<file path="src/rtl/lepton_frame_sequencer_if.sv">
// Stream bundle between the sequencer, the VoSPI SPI master (s_axis) and the frame buffer (m_axis).
// Modport master is the sequencer's view; modport slave is the surrounding system's view.
interface lepton_frame_sequencer_if;
    logic [31:0] s_axis_tdata;
    logic        s_axis_tvalid;
    logic        s_axis_tready;
    logic [31:0] m_axis_tdata;
    logic        m_axis_tvalid;
    logic        m_axis_tready;
    logic        m_axis_tlast;
    logic        m_axis_tuser;

    modport master (
        input  s_axis_tdata, s_axis_tvalid, m_axis_tready,
        output s_axis_tready, m_axis_tdata, m_axis_tvalid, m_axis_tlast, m_axis_tuser
    );

    modport slave (
        output s_axis_tdata, s_axis_tvalid, m_axis_tready,
        input  s_axis_tready, m_axis_tdata, m_axis_tvalid, m_axis_tlast, m_axis_tuser
    );
endinterface

</file>
<file path="src/rtl/lepton_frame_sequencer.sv">
// Lepton VoSPI frame sequencer: gates the SPI master, hunts packet 0 and re-emits a frame as AXI-Stream.
// Define LEPTON_FRAME_SEQ_STATS_EN to build the frame_count / error_count statistic counters.
module lepton_frame_sequencer #(
    parameter int PACKETS_PER_FRAME = 60,
    parameter int WORDS_PER_PACKET  = 41,
    parameter int RESYNC_CYCLES     = 18500000,
    parameter int TIMEOUT_CYCLES    = 1000000
) (
    input  logic                            clk,
    input  logic                            rst_n,
    input  logic                            enable,
    output logic                            spi_en,
    input  logic                            spi_error,
    lepton_frame_sequencer_if.master        bus,
    output logic                            busy,
    output logic                            frame_done,
    output logic                            sync_lost,
    output logic [15:0]                     frame_count,
    output logic [15:0]                     error_count
);
    // state     | meaning
    // S_IDLE    | link off, waiting for enable
    // S_RESYNC  | spi_en low for the CS idle period
    // S_HUNT    | link on, waiting for the header of packet 0
    // S_SKIP    | dropping the payload of a discard or unwanted packet
    // S_CAPTURE | emitting payload of in-sequence packets
    // S_DONE    | frame complete (one cycle)
    typedef enum logic [2:0] {
        S_IDLE, S_RESYNC, S_HUNT, S_SKIP, S_CAPTURE, S_DONE
    } state_e;

    localparam int WCW = $clog2(WORDS_PER_PACKET);
    localparam int RSW = $clog2(RESYNC_CYCLES + 1);
    localparam int TOW = $clog2(TIMEOUT_CYCLES + 1);
    localparam logic [WCW-1:0] LAST_WORD = WCW'(WORDS_PER_PACKET - 1);
    localparam logic [11:0]    PKT_END   = 12'(PACKETS_PER_FRAME);

    state_e         state_q, state_d;
    logic           ret_cap_q, ret_cap_d;
    logic [WCW-1:0] wcnt_q, wcnt_d;
    logic [11:0]    exp_q, exp_d;
    logic [RSW-1:0] rs_cnt_q, rs_cnt_d;
    logic [TOW-1:0] to_cnt_q, to_cnt_d;
    logic [31:0]    tdata_q, tdata_d;
    logic           tvalid_q, tvalid_d;
    logic           tlast_q, tlast_d;
    logic           tuser_q, tuser_d;
    logic           spi_en_q, busy_q, done_q, lost_q;
    logic           sync_err;

    logic           word_v, is_hdr, is_last, is_discard, active;
    logic [11:0]    hdr_num;

    assign word_v     = bus.s_axis_tvalid;
    assign is_hdr     = (wcnt_q == '0);
    assign is_last    = (wcnt_q == LAST_WORD);
    assign is_discard = (bus.s_axis_tdata[3:0] == 4'hF);
    assign hdr_num    = {bus.s_axis_tdata[3:0], bus.s_axis_tdata[15:8]};
    assign active     = (state_q == S_HUNT) || (state_q == S_SKIP) || (state_q == S_CAPTURE);

    always_comb begin
        state_d   = state_q;
        ret_cap_d = ret_cap_q;
        wcnt_d    = wcnt_q;
        exp_d     = exp_q;
        rs_cnt_d  = rs_cnt_q;
        to_cnt_d  = to_cnt_q;
        tdata_d   = tdata_q;
        tvalid_d  = tvalid_q;
        tlast_d   = tlast_q;
        tuser_d   = tuser_q;
        sync_err  = 1'b0;

        if (tvalid_q && bus.m_axis_tready) begin
            tvalid_d = 1'b0;
            tlast_d  = 1'b0;
            tuser_d  = 1'b0;
        end

        // Words seen in DONE still advance the counter so packet alignment is never lost.
        if (word_v && (active || state_q == S_DONE)) begin
            wcnt_d = is_last ? '0 : wcnt_q + WCW'(1);
        end

        if (active) begin
            if (word_v) begin
                to_cnt_d = TOW'(TIMEOUT_CYCLES);
            end else if (to_cnt_q == '0) begin
                sync_err = 1'b1;
            end else begin
                to_cnt_d = to_cnt_q - TOW'(1);
            end
            if (spi_error) begin
                sync_err = 1'b1;
            end
        end else begin
            to_cnt_d = TOW'(TIMEOUT_CYCLES);
        end

        case (state_q)
            S_IDLE: begin
                if (enable) state_d = S_RESYNC;
            end
            S_RESYNC: begin
                if (rs_cnt_q == '0) state_d = S_HUNT;
                else                rs_cnt_d = rs_cnt_q - RSW'(1);
            end
            S_HUNT: begin
                if (word_v && is_hdr) begin
                    if (is_discard || hdr_num != 12'd0) begin
                        state_d   = S_SKIP;
                        ret_cap_d = 1'b0;
                    end else begin
                        state_d = S_CAPTURE;
                        exp_d   = 12'd1;
                    end
                end else if (!word_v && is_hdr && !enable) begin
                    state_d = S_IDLE;
                end
            end
            S_SKIP: begin
                if (word_v && is_last) state_d = ret_cap_q ? S_CAPTURE : S_HUNT;
            end
            S_CAPTURE: begin
                if (word_v && is_hdr) begin
                    if (is_discard) begin
                        state_d   = S_SKIP;
                        ret_cap_d = 1'b1;
                    end else if (hdr_num == exp_q) begin
                        exp_d = exp_q + 12'd1;
                    end else begin
                        sync_err = 1'b1;
                    end
                end else if (word_v) begin
                    if (tvalid_q && !bus.m_axis_tready) begin
                        sync_err = 1'b1;
                    end else begin
                        tvalid_d = 1'b1;
                        tdata_d  = bus.s_axis_tdata;
                        tlast_d  = is_last;
                        tuser_d  = (exp_q == 12'd1) && (wcnt_q == WCW'(1));
                        if (is_last && exp_q == PKT_END) state_d = S_DONE;
                    end
                end
            end
            S_DONE: begin
                state_d = enable ? S_HUNT : S_IDLE;
            end
            default: state_d = S_IDLE;
        endcase

        if (sync_err) begin
            state_d  = S_RESYNC;
            tvalid_d = 1'b0;
            tlast_d  = 1'b0;
            tuser_d  = 1'b0;
        end
        if (state_d == S_RESYNC && state_q != S_RESYNC) begin
            rs_cnt_d = RSW'(RESYNC_CYCLES);
            wcnt_d   = '0;
        end
    end

    always_ff @(posedge clk) begin
        if (rst_n) begin
            state_q   <= S_IDLE;
            ret_cap_q <= 1'b0;
            wcnt_q    <= '0;
            exp_q     <= '0;
            rs_cnt_q  <= '0;
            to_cnt_q  <= '0;
            tdata_q   <= '0;
            tvalid_q  <= 1'b0;
            tlast_q   <= 1'b0;
            tuser_q   <= 1'b0;
            spi_en_q  <= 1'b0;
            busy_q    <= 1'b0;
            done_q    <= 1'b0;
            lost_q    <= 1'b0;
        end else begin
            state_q   <= state_d;
            ret_cap_q <= ret_cap_d;
            wcnt_q    <= wcnt_d;
            exp_q     <= exp_d;
            rs_cnt_q  <= rs_cnt_d;
            to_cnt_q  <= to_cnt_d;
            tdata_q   <= tdata_d;
            tvalid_q  <= tvalid_d;
            tlast_q   <= tlast_d;
            tuser_q   <= tuser_d;
            spi_en_q  <= (state_d == S_HUNT) || (state_d == S_SKIP) ||
                         (state_d == S_CAPTURE) || (state_d == S_DONE);
            busy_q    <= (state_d != S_IDLE);
            done_q    <= (state_d == S_DONE);
            lost_q    <= sync_err;
        end
    end

`ifdef LEPTON_FRAME_SEQ_STATS_EN
    logic [15:0] frame_cnt_q, err_cnt_q;

    always_ff @(posedge clk) begin
        if (rst_n) begin
            frame_cnt_q <= '0;
            err_cnt_q   <= '0;
        end else begin
            if (state_d == S_DONE) frame_cnt_q <= frame_cnt_q + 16'd1;
            if (sync_err)          err_cnt_q   <= err_cnt_q + 16'd1;
        end
    end

    assign frame_count = frame_cnt_q;
    assign error_count = err_cnt_q;
`else
    assign frame_count = '0;
    assign error_count = '0;
`endif

    assign spi_en            = spi_en_q;
    assign busy              = busy_q;
    assign frame_done        = done_q;
    assign sync_lost         = lost_q;
    assign bus.s_axis_tready = 1'b1;
    assign bus.m_axis_tdata  = tdata_q;
    assign bus.m_axis_tvalid = tvalid_q;
    assign bus.m_axis_tlast  = tlast_q;
    assign bus.m_axis_tuser  = tuser_q;
endmodule

</file>
<file path="src/flat_wrapper.sv">
// flat-port wrapper written by rule: the top's interface ports become plain ports
module lepton_frame_sequencer_flat 
#(
    parameter int PACKETS_PER_FRAME = 60,
    parameter int WORDS_PER_PACKET  = 41,
    parameter int RESYNC_CYCLES     = 18500000,
    parameter int TIMEOUT_CYCLES    = 1000000
)
  (clk, rst_n, enable, spi_en, spi_error, busy, frame_done, sync_lost, frame_count, error_count, bus_s_axis_tdata, bus_s_axis_tvalid, bus_m_axis_tready, bus_s_axis_tready, bus_m_axis_tdata, bus_m_axis_tvalid, bus_m_axis_tlast, bus_m_axis_tuser);
  lepton_frame_sequencer_if bus_i ();
  input  logic clk;
  input  logic rst_n;
  input  logic enable;
  output logic spi_en;
  input  logic spi_error;
  output logic busy;
  output logic frame_done;
  output logic sync_lost;
  output logic [15:0] frame_count;
  output logic [15:0] error_count;
  input wire logic [$bits(bus_i.s_axis_tdata)-1:0] bus_s_axis_tdata;
  input wire logic [$bits(bus_i.s_axis_tvalid)-1:0] bus_s_axis_tvalid;
  input wire logic [$bits(bus_i.m_axis_tready)-1:0] bus_m_axis_tready;
  output wire logic [$bits(bus_i.s_axis_tready)-1:0] bus_s_axis_tready;
  output wire logic [$bits(bus_i.m_axis_tdata)-1:0] bus_m_axis_tdata;
  output wire logic [$bits(bus_i.m_axis_tvalid)-1:0] bus_m_axis_tvalid;
  output wire logic [$bits(bus_i.m_axis_tlast)-1:0] bus_m_axis_tlast;
  output wire logic [$bits(bus_i.m_axis_tuser)-1:0] bus_m_axis_tuser;
  assign bus_i.s_axis_tdata = bus_s_axis_tdata;
  assign bus_i.s_axis_tvalid = bus_s_axis_tvalid;
  assign bus_i.m_axis_tready = bus_m_axis_tready;
  assign bus_s_axis_tready = bus_i.s_axis_tready;
  assign bus_m_axis_tdata = bus_i.m_axis_tdata;
  assign bus_m_axis_tvalid = bus_i.m_axis_tvalid;
  assign bus_m_axis_tlast = bus_i.m_axis_tlast;
  assign bus_m_axis_tuser = bus_i.m_axis_tuser;
  lepton_frame_sequencer #(.PACKETS_PER_FRAME(PACKETS_PER_FRAME), .WORDS_PER_PACKET(WORDS_PER_PACKET), .RESYNC_CYCLES(RESYNC_CYCLES), .TIMEOUT_CYCLES(TIMEOUT_CYCLES)) u_core (.clk(clk), .rst_n(rst_n), .enable(enable), .spi_en(spi_en), .spi_error(spi_error), .bus(bus_i), .busy(busy), .frame_done(frame_done), .sync_lost(sync_lost), .frame_count(frame_count), .error_count(error_count));
endmodule
</file>
<file path="config.mk">
export PLATFORM = sky130hd
export DESIGN_NAME = lepton_frame_sequencer_flat
export DESIGN_NICKNAME = d
export VERILOG_FILES = /design/src/rtl/lepton_frame_sequencer_if.sv /design/src/rtl/lepton_frame_sequencer.sv /design/src/flat_wrapper.sv
export SDC_FILE = /design/constraint.sdc
export NUM_CORES = 1
export LEC_CHECK = 0
export BUFFER_PORTS_ARGS = -buffer_cell sky130_fd_sc_hd__buf_2
export CAP_MARGIN = 15
export CORE_MARGIN = 1.5
export CORE_UTILIZATION = 57
export DETAILED_ROUTE_END_ITERATION = 8
export PLACE_DENSITY = 0.82
export SYNTH_ARGS = -nofsm -noshare
export SYNTH_HDL_FRONTEND = slang
export SYNTH_SLANG_ARGS = --single-unit
</file>
<file path="constraint.sdc">
create_clock -name clk -period 3.95 [get_ports clk]
set_input_delay 0.79 -clock clk [delete_from_list [all_inputs] [get_ports clk]]
set_output_delay 0.79 -clock clk [all_outputs]
set_load 0.02 [all_outputs]
</file>
==> impl_summary.txt <==
----------------------------------------------------
[Status]
  Outcome ... finished clean

[Clocking]
  TritonCTS clock tree ... yes
  Root buffer selected by CTS ... sky130_fd_sc_hd__clkbuf_8
  Clock Latency Late Sink ... 0.37 ns
  Post-CTS Resized ... 0
  Number of hold-repair buffers added at the cts stage ... 0
  Clock transition at the registers of the reported paths ... 0.11 ns
  Total clock buffers created by CTS ... 9
  CTS max path bufs ... 2
  Post-CTS setup-driven buffer insertion count ... 0
  H-tree depth ... 3
  Num Clock Sinks ... 106

[Power and ir drop]
  Overall power ... 2.34 mW
  Standby leakage power ... 2.27 nW
  Relative contribution of combinational cells to total power ... 22.5%
  Sequential Power Share ... 51.1%
  Sw Pwr ... 0.746 mW
  Switching portion of total power ... 31.9%
  Peak VDD IR ... 0.191 mV
  Clock share of power ... 26.4%
  Areal power density over the cells ... 398 nW/µm²
  Int Pwr ... 1.59 mW

[Timing]
  Setup repair after global routing missed its margin ... false
  Shortest clock period the worst path allows after layout ... 2.89 ns
  F_max ... 347 MHz
  Slew of the pin with the lowest slew margin ... 1.08 ns
  Setup total negative slack ... 0 ns
  Clock skew after layout ... 0.0159 ns
  Max-slew violation count ... 0
  Fin crit share ... 73.0%
  Final hold violation count ... 0
  Worst hold slack across all endpoints ... 0.458 ns
  Number of setup violations in the final report ... 0
  Worst slew margin ... 27.7%

[Min path]
  Kind of path behind the tightest hold check ... register to register
  Number of cells traversed by the worst hold path ... 2
  Worst hold endpoint ... u_core.bus.m_axis_tdata[24]
  Worst hold path startpoint ... u_core.bus.m_axis_tdata[24]

[Synth]
  Sequential element share of the synthesized area ... 39.3%
  Dominant combinational cell family by area after synthesis ... simple AND/OR/NAND/NOR gates
  Top-area cell type share of the netlist area ... 39.3%
  Synthesized netlist cell count ... roughly 650
  Synth Flop Type ... sky130_fd_sc_hd__dfxtp_1
  Mux contribution to synthesized area ... less than 1%
  Leading post-synthesis cells by cell area ... sky130_fd_sc_hd__dfxtp_1 39%, sky130_fd_sc_hd__nand2_1 6.3%, sky130_fd_sc_hd__xnor2_1 5.7%
  Synthesized flop and latch total ... 106
  Synthesized-area fraction occupied by ao, oa, aoi and oai cells ... 13.6%
  Area fraction in and, or, nand and nor cells after synthesis ... a little over a quarter
  Number of enable-type register cells in the synthesized netlist ... 0
  Number of distinct library cells after synthesis ... 61
  Synth Warn # ... 0
  FFs w/ async S/R, synth ... 0%
  Mean Syn Cell Area ... 8.34 µm²
  Synthesized cell area ... 5400 µm²
  Parity-gate share of the synthesized area counting xor and xnor cells ... 8.93%
  Adder and majority cell fraction of the synthesized area ... 2.32%
  Cell taking the most area after synthesis ... sky130_fd_sc_hd__dfxtp_1

[Critical path]
  Largest delay share family, worst path ... compound AO/OA/AOI/OAI gates
  Crit start category ... register
  Cells traversed along the worst timing path ... nor3b_1, nand4_1, a21oi_1, o21ai_1, o31a_1, o21ba_2
  Biggest fanout along the worst timing path ... 16
  Crit path DAT ... 3.16 ns
  Slack of the worst reg-to-reg path ... 1.06 ns
  Delay of the slowest critical-path stage ... roughly 0.52 ns
  Length in cells of the worst reg-to-reg path ... 6
  Category of the worst setup path capture point ... register
  Bufs and invs on worst path ... 0
  Crit-path slowest cell ... sky130_fd_sc_hd__dfxtp_1
  Reg-to-Reg Start ... u_core.state_q[1]
  WS Path Type ... register to register
  Capture instance of the worst register-to-register path ... u_core.exp_q[9]
  Required time reported for the critical path endpoint ... 4.23 ns

[Layout]
  Relative area change from synthesis to final layout ... 8.76%
  Total inserted antenna cells ... 0
  # nets final ... around 760
  Finished layout cell area ... between 5000 and 6000 µm²
  Most common library cell in the layout ignoring fill and taps ... sky130_fd_sc_hd__dfxtp_1
  Highest-count cells in the layout ignoring fill and taps ... 106 x sky130_fd_sc_hd__dfxtp_1, 90 x sky130_fd_sc_hd__nand2_1, 76 x sky130_fd_sc_hd__buf_2, 57 x sky130_fd_sc_hd__a21oi_1
  Fraction of final layout cells with drive strength greater than 1 ... 15.8%
  Post-route core utilization ... 63.8%

[Global route]
  Remaining global-route overflow ... 0
  Number of global-route vias before repair ... 4415
  GRT Overall Usage ... 24.7%
  Antenna violations before repair ... 0
  Global-route wire length before repair ... 20200 µm
  Pin count of the biggest net entering global routing ... 50

[Route]
  Remaining number of nets flagged by the antenna check after routing ... 0
  Via-per-instance ratio ... roughly 5.7
  Remaining DRCs ... 0
  Post-detailed-routing wire length ... 12200 µm
  Routed vias ... 4711
  Detailed Route Iter0 Violations ... 157
  Pre-antenna DRT Iters ... 4
  Post-detailed-route wirelength per cell ... 14.8 µm

[Placement]
  Number of input and output port buffers inserted ... between 70 and 80
  Estimated wirelength of the detail-placed design ... 9120 µm
  Dpl cell area ... between 5000 and 6000 µm²
  Placer Congestion ... 0.918

[Die]
  Starting utilization of the core area ... 58.7%
  Floorplan Core Area ... 9200 µm²
  Die outline width ... 100 µm
  Die Y-Extent ... 100 µm
  Total die area ... 10100 µm²
  Count of boundary I/O pins ... between 100 and 150
  # rows ... 35

[Job]
  Number of max-cap violations ... 0

----------------------------------------------------
-- worst reg2reg max path: stages (launching register included) --
cell and delay (ns):
sky130_fd_sc_hd__dfxtp_1 0.52, sky130_fd_sc_hd__nor3b_1 0.52, sky130_fd_sc_hd__nand4_1 0.29, sky130_fd_sc_hd__a21oi_1 0.45, sky130_fd_sc_hd__o21ai_1 0.42, sky130_fd_sc_hd__o31a_1 0.41, sky130_fd_sc_hd__o21ba_2 0.21
-- cells in the mapped netlist (3+ instances only) --
| library cell | number |
|---|---|
| sky130_fd_sc_hd__dfxtp_1 | 106 |
| sky130_fd_sc_hd__nand2_1 | 90 |
| sky130_fd_sc_hd__a21oi_1 | 57 |
| sky130_fd_sc_hd__nor2_1 | 44 |
| sky130_fd_sc_hd__nor3_1 | 43 |
| sky130_fd_sc_hd__xnor2_1 | 35 |
| sky130_fd_sc_hd__buf_4 | 34 |
| sky130_fd_sc_hd__xor2_1 | 20 |
| sky130_fd_sc_hd__clkbuf_1 | 18 |
| sky130_fd_sc_hd__nor4_1 | 18 |
| sky130_fd_sc_hd__nand4_1 | 17 |
| sky130_fd_sc_hd__nand3_1 | 15 |
| sky130_fd_sc_hd__o211ai_1 | 14 |
| sky130_fd_sc_hd__or3_1 | 13 |
| sky130_fd_sc_hd__o21ai_0 | 11 |
| sky130_fd_sc_hd__ha_1 | 10 |
| sky130_fd_sc_hd__inv_1 | 10 |
| sky130_fd_sc_hd__or4_1 | 9 |
| sky130_fd_sc_hd__nand2b_1 | 6 |
| sky130_fd_sc_hd__buf_2 | 5 |
| sky130_fd_sc_hd__nor2b_1 | 5 |
| sky130_fd_sc_hd__nor4b_1 | 5 |
| sky130_fd_sc_hd__a31oi_1 | 3 |
| sky130_fd_sc_hd__and3b_1 | 3 |
| sky130_fd_sc_hd__nor3b_1 | 3 |
| sky130_fd_sc_hd__o21ba_2 | 3 |
-- worst max path at each step --
stage	startpoint	to	depth (start not counted)
floorplan	bus_s_axis_tdata[13]	u_core.rs_cnt_q[22]	8
global placement	bus_s_axis_tdata[0]	u_core.exp_q[7]	7
detailed placement	bus_s_axis_tdata[0]	u_core.exp_q[9]	7
CTS	u_core.state_q[1]	u_core.exp_q[9]	6
global route	u_core.state_q[1]	u_core.exp_q[10]	6
finish	u_core.state_q[1]	u_core.exp_q[9]	6
-- state kept, by name, indices dropped and copies added, names as in the netlist, 3 cells and up --
signal and flops:
u_core.bus.m_axis_tdata 32, u_core.exp_q 12, u_core.rs_cnt_q 25, u_core.state_q 3
u_core.to_cnt_q 20, u_core.wcnt_q 6
-- cell families after synthesis --
group	count (synthesis)
buffers and inverters	70
AND/OR/NAND/NOR	288
adder cells (fa/ha/maj)	10
AO/OA/AOI/OAI	114
multiplexers	2
XOR/XNOR	55
flip-flops	106
other	2
-- routing by layer --
metal | up-vias | share of wire [%] | global-route usage [%]
met5 | - | 0 | 0
li1 | 2356 | - | -
met3 | 29 | 3.6 | 4.18
met4 | 0 | 2.2 | 9.53
met1 | 2222 | 44 | 30.8
met2 | 104 | 51 | 42.8
-- metrics by stage --
| step | instances | setup WS [ns] |
|---|---|---|
| finish | 826 | 1.06 |
| global route | 826 | 0.800 |
| CTS | 826 | 1.12 |
| detailed placement | 810 | 0.762 |
| global placement | 810 | 0.954 |
| floorplan | 678 | 1.39 |
-- final cells by class --
type                       count  area, µm²
inverter                      10       37.5
fill                         832       3330
clock buffer                  11        141
timing repair buffer          81        418
multi-input combinational    502       2980
clock inverter                 5       36.3
sequential                   106       2120
tap                          111        139
-- power by group through the flow --
stage | logic (mW) | clock network (mW) | registers [mW]
3_5_place_dp | 0.517 | 0 | 1.22
6_report | 0.527 | 0.618 | 1.19
4_1_cts | 0.520 | 0.626 | 1.19
5_1_grt | 0.584 | 0.668 | 1.20
3_3_place_gp | 0.500 | 0 | 1.21
2_1_floorplan | 0.433 | 0 | 1.20
No activity file was read; power rests on OpenSTA's default activity.
